**config.mk**
```make
export PLATFORM = sky130hd
export DESIGN_NAME = hilo_muldiv
export DESIGN_NICKNAME = d
export VERILOG_FILES = /design/src/rtl/hilo_muldiv.sv
export SDC_FILE = /design/constraint.sdc
export NUM_CORES = 1
export LEC_CHECK = 0
export BUFFER_PORTS_ARGS = -buffer_cell sky130_fd_sc_hd__buf_2
export CORE_AREA = 2 2 192 194
export CTS_BUF_LIST = sky130_fd_sc_hd__clkbuf_4 sky130_fd_sc_hd__clkbuf_8
export DETAILED_ROUTE_END_ITERATION = 8
export DIE_AREA = 0 0 194 196
export SLEW_MARGIN = 20
export SYNTH_ARGS = -nofsm -noshare
export SYNTH_HDL_FRONTEND = slang
export SYNTH_SLANG_ARGS = --single-unit
```
**constraint.sdc**
```tcl
create_clock -name clk -period 3.3 [get_ports clk]
set_input_delay 0.66 -clock clk [delete_from_list [all_inputs] [get_ports clk]]
set_output_delay 0.66 -clock clk [all_outputs]
set_load 0.03 [all_outputs]
```
**src/rtl/hilo_muldiv.sv**
```systemverilog
// hilo_muldiv
// Multi-cycle unsigned multiply/divide unit that owns the HI/LO register
// pair in the EX stage. MULTU and DIVU run a WIDTH-step iterative datapath
// (shift-add multiply, restoring divide). MTHI/MTLO write HI/LO in one
// cycle. MFHI/MFLO return HI/LO combinationally. While an operation is in
// flight, any further HI/LO instruction is held in EX by a stall request.
// All other control codes are ignored.
//
// Ports:
//   clk          rising-edge clock
//   rst          synchronous reset, active-high
//   valid        EX-stage instruction is live (not a bubble)
//   alu_control  decoded operation code; the encodings below must match head.v
//   a            rs value: dividend, multiplicand, or MTHI/MTLO source
//   b            rt value: divisor or multiplier
//   stall        combinational stall request (hold IF/ID/EX, bubble MEM)
//   rdata        combinational MFHI/MFLO read data, 0 for other codes
//   hi, lo       HI/LO registers, for debug and trace
//   done         one-cycle pulse in the cycle after MULTU/DIVU wrote HI/LO
module hilo_muldiv #(
  parameter int WIDTH              = 32,
  parameter int ALU_CONTROL_LENGTH = 5,
  parameter logic [ALU_CONTROL_LENGTH-1:0] ALU_CONTROL_MULTU = ALU_CONTROL_LENGTH'(16),
  parameter logic [ALU_CONTROL_LENGTH-1:0] ALU_CONTROL_DIVU  = ALU_CONTROL_LENGTH'(17),
  parameter logic [ALU_CONTROL_LENGTH-1:0] ALU_CONTROL_MTHI  = ALU_CONTROL_LENGTH'(18),
  parameter logic [ALU_CONTROL_LENGTH-1:0] ALU_CONTROL_MTLO  = ALU_CONTROL_LENGTH'(19),
  parameter logic [ALU_CONTROL_LENGTH-1:0] ALU_CONTROL_MFHI  = ALU_CONTROL_LENGTH'(20),
  parameter logic [ALU_CONTROL_LENGTH-1:0] ALU_CONTROL_MFLO  = ALU_CONTROL_LENGTH'(21)
) (
  input  logic                          clk,
  input  logic                          rst,
  input  logic                          valid,
  input  logic [ALU_CONTROL_LENGTH-1:0] alu_control,
  input  logic [WIDTH-1:0]              a,
  input  logic [WIDTH-1:0]              b,
  output logic                          stall,
  output logic [WIDTH-1:0]              rdata,
  output logic [WIDTH-1:0]              hi,
  output logic [WIDTH-1:0]              lo,
  output logic                          done
);

  localparam int CNT_W = (WIDTH > 1) ? $clog2(WIDTH) : 1;
  localparam logic [CNT_W-1:0] LAST_CNT = CNT_W'(WIDTH - 1);

  typedef enum logic [1:0] {
    S_IDLE,
    S_MUL,
    S_DIV
  } state_t;

  state_t             state;
  state_t             next_state;
  logic [CNT_W-1:0]   cnt;
  logic [2*WIDTH-1:0] acc;
  logic [WIDTH-1:0]   opnd;
  logic [WIDTH-1:0]   hi_q;
  logic [WIDTH-1:0]   lo_q;
  logic               done_q;

  logic is_multu, is_divu, is_mthi, is_mtlo, is_mfhi, is_mflo;
  logic go;
  logic last_step;

  logic [WIDTH:0]     mul_sum;
  logic [2*WIDTH-1:0] mul_next;
  logic [WIDTH:0]     div_up;
  logic               div_ge;
  logic [WIDTH-1:0]   div_diff;
  logic [2*WIDTH-1:0] div_next;

  // Operation decode; only live HI/LO-group instructions engage the unit.
  always_comb begin
    is_multu  = (alu_control == ALU_CONTROL_MULTU);
    is_divu   = (alu_control == ALU_CONTROL_DIVU);
    is_mthi   = (alu_control == ALU_CONTROL_MTHI);
    is_mtlo   = (alu_control == ALU_CONTROL_MTLO);
    is_mfhi   = (alu_control == ALU_CONTROL_MFHI);
    is_mflo   = (alu_control == ALU_CONTROL_MFLO);
    go        = valid & (is_multu | is_divu | is_mthi | is_mtlo | is_mfhi | is_mflo);
    last_step = (cnt == LAST_CNT);
  end

  // One iteration of each algorithm. The divide comparison keeps the bit
  // shifted out of the upper half so divisors above 2^(WIDTH-1) still work;
  // the difference always fits back into WIDTH bits.
  always_comb begin
    mul_sum  = {1'b0, acc[2*WIDTH-1:WIDTH]} + {1'b0, (acc[0] ? opnd : {WIDTH{1'b0}})};
    mul_next = {mul_sum, acc[WIDTH-1:1]};

    div_up   = acc[2*WIDTH-1:WIDTH-1];
    div_ge   = (div_up >= {1'b0, opnd});
    div_diff = div_up[WIDTH-1:0] - opnd;
    div_next = div_ge ? {div_diff, acc[WIDTH-2:0], 1'b1}
                      : {acc[2*WIDTH-2:0], 1'b0};
  end

  // FSM next state and stall. A HI/LO instruction arriving while busy is
  // held by stall; anything else flows through untouched.
  always_comb begin
    next_state = state;
    stall      = 1'b0;
    case (state)
      S_IDLE: begin
        if (go && is_multu)     next_state = S_MUL;
        else if (go && is_divu) next_state = S_DIV;
      end
      S_MUL, S_DIV: begin
        stall = go;
        if (last_step) next_state = S_IDLE;
      end
      default: next_state = S_IDLE;
    endcase
  end

  // FSM state register.
  always_ff @(posedge clk) begin
    if (rst) state <= S_IDLE;
    else     state <= next_state;
  end

  // Datapath: operand capture on acceptance, one step per busy cycle, and
  // the HI/LO write plus done pulse on the final step. Reset mid-operation
  // simply discards the partial result.
  always_ff @(posedge clk) begin
    if (rst) begin
      cnt    <= '0;
      acc    <= '0;
      opnd   <= '0;
      hi_q   <= '0;
      lo_q   <= '0;
      done_q <= 1'b0;
    end else begin
      done_q <= 1'b0;
      case (state)
        S_IDLE: begin
          if (go) begin
            if (is_multu) begin
              acc  <= {{WIDTH{1'b0}}, b};
              opnd <= a;
              cnt  <= '0;
            end else if (is_divu) begin
              acc  <= {{WIDTH{1'b0}}, a};
              opnd <= b;
              cnt  <= '0;
            end else if (is_mthi) begin
              hi_q <= a;
            end else if (is_mtlo) begin
              lo_q <= a;
            end
          end
        end
        S_MUL, S_DIV: begin
          acc <= (state == S_MUL) ? mul_next : div_next;
          cnt <= cnt + CNT_W'(1);
          if (last_step) begin
            hi_q   <= (state == S_MUL) ? mul_next[2*WIDTH-1:WIDTH] : div_next[2*WIDTH-1:WIDTH];
            lo_q   <= (state == S_MUL) ? mul_next[WIDTH-1:0]       : div_next[WIDTH-1:0];
            cnt    <= '0;
            done_q <= 1'b1;
          end
        end
        default: ;
      endcase
    end
  end

  // Read port; not gated by valid since the pipeline discards stalled reads.
  always_comb begin
    rdata = '0;
    if (is_mfhi)      rdata = hi_q;
    else if (is_mflo) rdata = lo_q;
  end

  assign hi   = hi_q;
  assign lo   = lo_q;
  assign done = done_q;

endmodule
```
* Word level (Yosys, flattened, before mapping)
Cells that the tools add are included.
Word-level totals: word-level logic and storage cells 85, register bits 168, output and inout bits 98, bits of input ports 72
Cells by class: bitwise gates (word level) 7, add/sub/neg operators 3, equal/unequal tests 18, multiplexer cells 37, magnitude comparators 1, reduce and logical (&&, ||, !) cells 12
Operators with widths (number):
- 2-to-1 mux 32 bit | 18
- 2-to-1 mux 64 bit | 5
- one-hot mux 32 bit (2 select lines) | 2
- one-hot mux 64 bit (2 select lines) | 1
- equality test 5 bit, second input constant | 7
- adder 32 x 32 -> 33 bit | 1
- greater-or-equal comparator 33 x 32 -> 1 bit | 1
- subtractor 32 bit | 1
- 2-to-1 mux 5 bit | 4
- != test 2 bit, second input constant | 7
- one-hot mux 5 bit (2 select lines) | 1
- AND reduction 7 bit | 1
- 2-to-1 mux 2 bit | 3
- != test 3 bit, second input constant | 2
- AND reduction 3 bit | 2
- AND reduction 6 bit | 1
- adder 5 x 1 -> 5 bit, second input constant | 1
- OR 1 bit | 5
- one-hot mux 2 bit (2 select lines) | 1
- nonzero test 2 bit | 2
- OR reduction 2 bit | 2
- equality test 2 x 1 -> 1 bit, second input constant | 1
- equality test 2 bit, second input constant | 1
- logical AND 1 bit | 2
- other kinds (5) | 6

* Longest topological paths before layout
Gate-level depths: netlist (run 1).
word-level depth 11, gate-level depth with buffers 15, depth with buffers taken out 14

* Worst setup path after synthesis (run 1)
Ideal clock, no wire load.
path type register to register, from reg acc[0], to reg hi_q[25] (netlist: hi[25]), setup slack 257 ps, clock period less this slack 3043 ps, data arrival time 2958 ps, stages on the path, launching flop included 14, path through dfxtp_1 and2_1 ha_1 fa_1 a21oi_1 o211ai_1 a2111o_1 and4_1 nor2_1 mux2i_1 a31oi_1 a211oi_2 a21oi_1 a211oi_1
On the way: cells in the longest elaborated chain, start to end 5
Ends and longest elaborated chain:
- from (decl) | line 55 | logic [2*WIDTH-1:0] acc;
- from (signal assigned) | line 139 | acc <= {{WIDTH{1'b0}}, b};
- from (signal assigned) | line 143 | acc <= {{WIDTH{1'b0}}, a};
- from (signal assigned) | line 154 | acc <= (state == S_MUL) ? mul_next : div_next;
- 2-to-1 mux 32 bit | line 88 | mul_sum = {1'b0, acc[2*WIDTH-1:WIDTH]} + {1'b0, (acc[0] ? opnd : {WIDTH{1'b0}})};
- adder 32 x 32 -> 33 bit | line 88
- 2-to-1 mux 32 bit | line 157 | hi_q <= (state == S_MUL) ? mul_next[2*WIDTH-1:WIDTH] : div_next[2*WIDTH-1:WIDTH];
- 2-to-1 mux 32 bit | line 156 | if (last_step) begin
- one-hot mux 32 bit (2 select lines) | line 135 | case (state)
- to (signal assigned) | line 157
- to (decl) | line 57 | logic [WIDTH-1:0] hi_q;
No other way between the ends. The select of a mux whose other input is x is not followed. A chain may end at the register's enable or synchronous reset.

* Final worst setup path (run 1)
from reg acc[0], to reg hi_q[30] (netlist: hi[30])
The elaborated chain is that of the path after synthesis.

==> out/qor.yml, run 1 <==
timing:
  maxSlewViolCount: 0
  relSlewSlack_pct: 25.8
  worst_slack_ns: 0.0551
  worst_pin_slew_ns: 1.11
  fin_crit_ns: 3.24
  rsz0062_at_grt: "true"
  clock.fmax_mhz: 308
  finalSetupViolCount: 0
  finalClockSkew_ns: 0.0187
  finalCritPeriodShare_pct: 98.3
  finalHoldViolations: 0
detailed_routing:
  vias: 13300
  drt_iter0_drc: 903
  viasPerCell: 5.66
  wl_per_cell_um: 19.9
  drc_errors: 0
  ant_nets: 0
  firstDrtPassIters: 5
  wl_um: 46800
synth:
  synth.yosys.warnings: 0
  synth-async-reset-ratio_pct: 0
  synth_edf_count: 0
  synth_area_leader_cell: "dfxtp_1"
  synth_top_area_share_pct: 27.0
  synth_seq_area_share_pct: 27.0
  ys.flop_type: "dfxtp_1"
  synthCells: 1642
  synth_cell_type_count: 74
  synth_area_mm2: 0.0125
  synth-seq-cells: 168
  syn_nets: 1784
  syn_avg_cell_area_um2: 7.58
  synth.area.top_cells: "dfxtp_1, mux2i_1, a21oi_1"
cts:
  clockBufferDepth: 2
  clkTransAtPathRegs_ns: 0.11
  clock_sinks: 168
  h-tree-depth: 4
  clock_latency_ns: 0.50
  cts-root-buf: "clkbuf_8"
  tritoncts: "done"
  cts_buffers: 17
setup_path:
  cp-startpoint: "acc[0]$_SDFFE_PP0P_"
  crit_top_cell: "a211oi_2"
  max_stage_delay_ns: 0.39
  cp_data_arrival_time_ns: 3.67
  path_class: "flop to flop"
  cp.required_ns: 3.73
  critPathMaxFanout: 6
  endpoint_kind: "flop"
  slowest_stage: "dfxtp_4"
  path_cells: "buf_6, and2_4, ha_4, nand4_1, a211oi_2, nor3_2, o31ai_2, buf_4, a41oi_4, o311ai_4, mux2i_1, a211oi_2, o31ai_2, a211oi_2"
  r2r_start: "acc[0]$_SDFFE_PP0P_"
  start_kind: "flop"
placed_design:
  gp_congestion: 0.971
  dp_hpwl_um: 34300
  place_area_mm2: 0.0147
  dp_slack_ns: -0.258
  io_buffers: 169
grt:
  globalRoute.totalOverflow: 0
  grt_antenna_before_repair: 0
  grt_first_pass_wirelength_um: 72200
  grt_max_degree: 142
  grt_util_all_layers_pct: 23.9
  first_global_vias: 12600
layout:
  fin_nets: 2011
  area_growth_syn_to_layout_pct: 24.7
  fin_area_mm2: 0.0155
  nFillCells: 3729
  diodes: 0
  drive_above_1_share_pct: 23.3
  post-route-util_pct: 43.0
floorplanning:
  die_w_um: 194
  die_y_um: 196
  rows: 70
  dieArea_mm2: 0.0380
  core_mm2: 0.0361
  num_io_pins: 170
  start_util_pct: 34.5
power:
  p_leak_nw: 6.40
  p_seq_share_pct: 42.3
  power_density_mw_per_mm2: 315
  totalPowerFinal_mw: 4.89
  swShare_pct: 31.7
  p_switching_mw: 1.55
  p_int_mw: 3.34
  power_frac_comb_pct: 21.0
  clkPwrFrac_pct: 36.7
  peakVddDrop_mv: 0.211
outcome:
  status: "finished clean"
worst_hold_path:
  min_from: "acc[1]$_SDFFE_PP0P_"
  worstHoldPathType: "flop to flop"
job:
  maxCapViolCount: 0
[layout by cell type, fill, tap and decap left out, types with 5 or more instances in the layout]
| cell type | netlist | layout |
|---|---|---|
| o21a_1 | 11 | 10 |
| a21oi_1 | 175 | 170 |
| nand2_1 | 207 | 206 |
| o21ai_1 | 6 | 7 |
| inv_1 | 48 | 48 |
| and3_1 | 11 | 11 |
| nor3_2 | 0 | 5 |
| nand3_1 | 41 | 41 |
| ha_4 | 0 | 7 |
| o21bai_1 | 11 | 10 |
| nor3_1 | 22 | 17 |
| nor2_1 | 173 | 170 |
| a211oi_1 | 66 | 62 |
| a21oi_2 | 2 | 6 |
| a21o_1 | 32 | 32 |
| a22oi_1 | 6 | 6 |
| nand3b_1 | 18 | 18 |
| a211oi_2 | 5 | 9 |
| buf_12 | 1 | 7 |
| buf_2 | 6 | 168 |
| o21ai_0 | 63 | 58 |
| and2_1 | 40 | 36 |
| dfxtp_1 | 168 | 165 |
| o211ai_1 | 48 | 48 |
| buf_4 | 1 | 140 |
| nand4_1 | 15 | 15 |
| clkbuf_8 | 0 | 18 |
| nor4_1 | 7 | 6 |
| a31oi_1 | 9 | 8 |
| ha_1 | 68 | 58 |
| nor2b_1 | 9 | 8 |
| mux2i_1 | 140 | 140 |
| nand2b_1 | 6 | 6 |
| xnor2_1 | 29 | 29 |
| xor2_1 | 15 | 14 |
[cell usage after synthesis (15+ instances only)]
library cell  instances
and2_1               40
o21ai_0              63
inv_1                48
buf_1                16
ha_1                 68
nand2_1             207
a21oi_1             175
nor3_1               22
dfxtp_1             168
nand3_1              41
nand3b_1             18
nand4_1              15
a211oi_1             66
nor2_1              173
xnor2_1              29
o211ai_1             48
xor2_1               15
clkbuf_1             85
mux2i_1             140
a21o_1               32
[final timing paths]
check                         to  cells after the start  slack [ns]
min          acc[1]$_SDFFE_PP0P_                      2        0.47
max reg2reg  hi[30]$_SDFFE_PP0P_                     14        0.06
min reg2reg  acc[1]$_SDFFE_PP0P_                      2        0.47
max          hi[30]$_SDFFE_PP0P_                     14        0.06
[critical path: cells and delay by family, from the launching register on]
kind	cells	cell delay (ns)
AO/OA/AOI/OAI	7	1.67
AND/OR/NAND/NOR	3	0.42
buffers and inverters	2	0.30
adder cells (fa/ha/maj)	1	0.27
multiplexers	1	0.14
flip-flops	1	0.39
[cell type report]
type | count | area (um2) | area share, %
Clock buffer | 19 | 255 | 1.64
Clock inverter | 13 | 205 | 1.32
Inverter | 50 | 188 | 1.21
Multi-Input combinational cell | 1313 | 8850 | 57.0
Sequential cell | 168 | 3370 | 21.7
Tap cell | 468 | 586 | 3.77
Timing Repair Buffer | 319 | 2080 | 13.4
[logic make-up (layout without fill, tap and decap cells)]
family | Yosys count | after routing | synth area share (%)
XOR/XNOR | 44 | 44 | 3.09
buffers and inverters | 161 | 401 | 5.14
adder cells (fa/ha/maj) | 70 | 70 | 7.15
AND/OR/NAND/NOR | 568 | 568 | 20.6
flip-flops | 168 | 168 | 27.0
multiplexers | 142 | 142 | 11.4
AO/OA/AOI/OAI | 489 | 489 | 25.5
[power by group through the flow]
stage / clock (mW) / sequential (mW) / combinational, mW
3_5_place_dp: 0 / 2.12 / 0.978
4_1_cts: 1.83 / 2.07 / 0.986
3_3_place_gp: 0 / 2.12 / 0.980
5_1_grt: 1.89 / 2.07 / 1.10
2_1_floorplan: 0 / 2.13 / 0.599
6_report: 1.79 / 2.07 / 1.03
[per-layer routing]
| metal | part of all wire, % | global-route usage (%) |
|---|---|---|
| met2 | 45 | 37.7 |
| met4 | 2.6 | 7.77 |
| met1 | 46 | 33.9 |
| met3 | 6.3 | 2.78 |
| met5 | 0 | 0 |
[timing repair]
action | in CTS | in global routing
endpoints found under the setup margin | 27 | 58
buffers inserted | 0 | 4
pin swaps | 2 | 28
resized for setup | 12 | 64
hold buffers | 0 | 0
[stage by stage]
| stage | TNS, ns | instances | hold slack, ns |
|---|---|---|---|
| 2_1_floorplan | 0 | 1642 | 0.435 |
| 3_3_place_gp | -1.54 | 2314 | 0.453 |
| 3_5_place_dp | -2.73 | 2314 | 0.454 |
| 4_1_cts | 0 | 2346 | 0.468 |
| 5_1_grt | -0.318 | 2350 | 0.487 |
| 6_report | 0 | 2350 | 0.470 |
[registers in the layout (all words and copies together), names as in the netlist]
| register | cells |
|---|---|
| state | 2 |
| done | 1 |
| cnt | 5 |
| opnd | 32 |
| lo | 32 |
| hi | 32 |
| acc | 64 |
(Power assumes the default switching activity.)
==> run 2, diff against run 1 <==
--- a/config.mk
+++ b/config.mk
@@ -6,10 +6,10 @@
 export NUM_CORES = 1
 export LEC_CHECK = 0
 export BUFFER_PORTS_ARGS = -buffer_cell sky130_fd_sc_hd__buf_2
-export CORE_AREA = 2 2 192 194
+export CORE_AREA = 2 2 229 163
 export CTS_BUF_LIST = sky130_fd_sc_hd__clkbuf_4 sky130_fd_sc_hd__clkbuf_8
 export DETAILED_ROUTE_END_ITERATION = 8
-export DIE_AREA = 0 0 194 196
+export DIE_AREA = 0 0 231 165
 export SLEW_MARGIN = 20
 export SYNTH_ARGS = -nofsm -noshare
 export SYNTH_HDL_FRONTEND = slang
==> run 2 against run 1 <==
Global-route usage up 0.65 points; register-to-register slack barely moved; sequential power hardly changed; combinational power is 7% higher; maximum frequency grew 0.43%; first-iteration DRC count is 36% higher; die area increased by 0.24%; sequential share of layout area is essentially flat; wire length grew 2.5%; via count increased by 0.21%; critical path type unchanged; highest routed layer unchanged.
==> out/qor.yml, run 2 (same netlist as run 1, synthesis figures left out) <==
outcome:
  status: "finished clean"
cts:
  tritoncts: "done"
  cts-root-buf: "clkbuf_8"
  cts_buffers: 17  # unchanged
  clock_latency_ns: 0.52  # +0.02 ns
  clkTransAtPathRegs_ns: 0.10  # about the same
  hold_buffers: 0  # unchanged
  clock_sinks: 168  # unchanged
  h-tree-depth: 4  # unchanged
  clockBufferDepth: 2  # unchanged
placed_design:
  dp_slack_ns: -0.184  # +0.0737 ns
  gp_congestion: 0.983  # +1.2%
  dp_hpwl_um: 35700  # +4.3%
  dp_cells: 2303  # -0.48%
  place_area_mm2: 0.0145  # -0.99%
  io_buffers: 169  # unchanged
setup_path:
  r2r_setup_slack_ns: 0.07  # about the same
  r2r_cells: 14  # unchanged
  cp_data_arrival_time_ns: 3.62  # -0.05 ns
  cp.required_ns: 3.68  # -0.05 ns
  r2r_end: "hi[26]$_SDFFE_PP0P_"
  cp-startpoint: "acc[0]$_SDFFE_PP0P_"
  crit_path_end: "hi[26]$_SDFFE_PP0P_"
  path_class: "flop to flop"
  start_kind: "flop"
  r2r_start: "acc[0]$_SDFFE_PP0P_"
  endpoint_kind: "flop"
  critPathMaxFanout: 20  # +14
grt:
  grt_first_pass_wirelength_um: 72900  # +0.93%
  grt_util_all_layers_pct: 24.5  # +0.65 points
  grt_antenna_before_repair: 0  # unchanged
  grt_max_degree: 87  # -39%
  first_global_vias: 12400  # -1.6%
  globalRoute.totalOverflow: 0  # unchanged
timing:
  clock.fmax_mhz: 310  # +0.43%
  maxSlewViolCount: 0  # unchanged
  relSlewSlack_pct: 30.4  # +4.7 points
  finalSetupViolCount: 0  # unchanged
  worst_slack_ns: 0.0690  # +0.0139 ns
  worst_pin_slew_ns: 1.04  # -0.0672 ns
  finalCritPeriodShare_pct: 97.9  # -0.42 points
  fin_crit_ns: 3.23  # -0.0139 ns
  finalHoldViolations: 0  # unchanged
  setup_tns_ns: 0  # unchanged
  finalClockSkew_ns: 0.0358  # +0.0172 ns
  rsz0062_at_grt: "true"
  hold_slack_ns: 0.472  # +0.00186 ns
power:
  peakVddDrop_mv: 0.227  # +7.4%
  p_seq_share_pct: 42.8  # +0.5 points
  power_frac_comb_pct: 22.7  # +1.7 points
  clkPwrFrac_pct: 34.5  # -2.2 points
  swShare_pct: 32.7  # +1.0 points
  totalPowerFinal_mw: 4.84  # -1.0%
  power_density_mw_per_mm2: 312  # -1.0%
  p_switching_mw: 1.58  # +2.2%
  p_int_mw: 3.26  # -2.5%
  p_leak_nw: 6.29  # -1.8%
layout:
  largest_reg_flops: 64  # unchanged
  layout_common_cells: "nand2_1, nor2_1, a21oi_1, buf_2, dfxtp_1"
  final_common_cell: "nand2_1"
  fin_area_mm2: 0.0155  # about the same
  diodes: 0  # unchanged
  drive_above_1_share_pct: 23.7  # +0.43 points
  largest-register: "acc"
  post-route-util_pct: 43.5  # +0.46 points
  instances_no_fill: 2349  # -0.043%
  area_growth_syn_to_layout_pct: 24.8  # about the same
  fin_nets: 1998  # -0.65%
detailed_routing:
  wl_um: 48000  # +2.5%
  firstDrtPassIters: 5  # unchanged
  viasPerCell: 5.67  # +0.25%
  drc_errors: 0  # unchanged
  vias: 13300  # +0.21%
  wl_per_cell_um: 20.4  # +2.6%
  ant_nets: 0  # unchanged
  drt_iter0_drc: 1227  # +36%
floorplanning:
  core_mm2: 0.0357  # -1.1%
  die_w_um: 231  # +19%
  die_y_um: 165  # -16%
  num_io_pins: 170  # unchanged
  rows: 58  # -17%
  start_util_pct: 34.9  # +0.37 points
  dieArea_mm2: 0.0381  # +0.24%
worst_hold_path:
  worstHoldPathType: "flop to flop"
job:
  maxCapViolCount: 0  # unchanged
-- run 2: cell types whose count changed in the layout (fill, tap and decap cells not counted), sizes merged --
| cell | previous run | this run |
|---|---|---|
| bufinv | 4 | 2 |
| buf | 319 | 306 |
| clkinv | 2 | 3 |
| clkbuf | 19 | 21 |
| inv | 56 | 52 |
| clkinvlp | 1 | 4 |
-- run 2: power groups by stage --
stage          logic (mW)  clock network [mW]  registers [mW]
6_report             1.10                1.67            2.07
5_1_grt              1.18                1.76            2.07
4_1_cts              1.01                1.69            2.07
3_5_place_dp        0.983                   0            2.12
3_3_place_gp        0.982                   0            2.12
2_1_floorplan       0.599                   0            2.13
-- run 2: worst min path at each step --
stage,startpoint,end,slack (ns),depth (start not counted)
after floorplan,acc[1]$_SDFFE_PP0P_,acc[1]$_SDFFE_PP0P_,0.44,2
after global placement,lo[6]$_SDFFE_PP0P_,lo[6]$_SDFFE_PP0P_,0.45,2
after detailed placement,acc[1]$_SDFFE_PP0P_,acc[1]$_SDFFE_PP0P_,0.46,2
after CTS,a[0],hi[0]$_SDFFE_PP0P_,0.46,3
after global routing,lo[4]$_SDFFE_PP0P_,lo[4]$_SDFFE_PP0P_,0.49,2
final,acc[1]$_SDFFE_PP0P_,acc[1]$_SDFFE_PP0P_,0.47,2
-- run 2: cell type report --
type	count	area, um2
fill	3635	20200
timing repair buffer	306	2010
clock inverter	11	136
sequential	168	3380
tap	480	601
clock buffer	21	289
inverter	50	190
multi-input combinational	1313	8930
-- run 2: critical path: stages (launching register included) --
cell      delay (ns)
dfxtp_4         0.39
buf_12          0.15
and2_1          0.16
ha_1            0.28
a21o_1          0.18
a21o_1          0.18
a21o_1          0.18
a31o_2          0.26
a41oi_4         0.33
o21bai_2        0.14
buf_4           0.15
a41oi_2         0.15
mux2_4          0.33
o211ai_1        0.11
a211oi_2        0.10
-- run 2: per-layer routing --
| layer | vias to the layer above | part of all wire (%) | global-route usage, % |
|---|---|---|---|
| met4 | 0 | 1.1 | 4.60 |
| met3 | 33 | 7.5 | 4.18 |
| li1 | 6356 | - | - |
| met5 | - | 0 | 0 |
| met2 | 507 | 44 | 37.5 |
| met1 | 6424 | 48 | 36.1 |
-- run 2: what timing repair did --
item                                    in CTS  in global routing
gates resized for setup                     14                102
buffers inserted                             2                 12
endpoints found under the setup margin      27                 54
pin swaps                                    4                 42
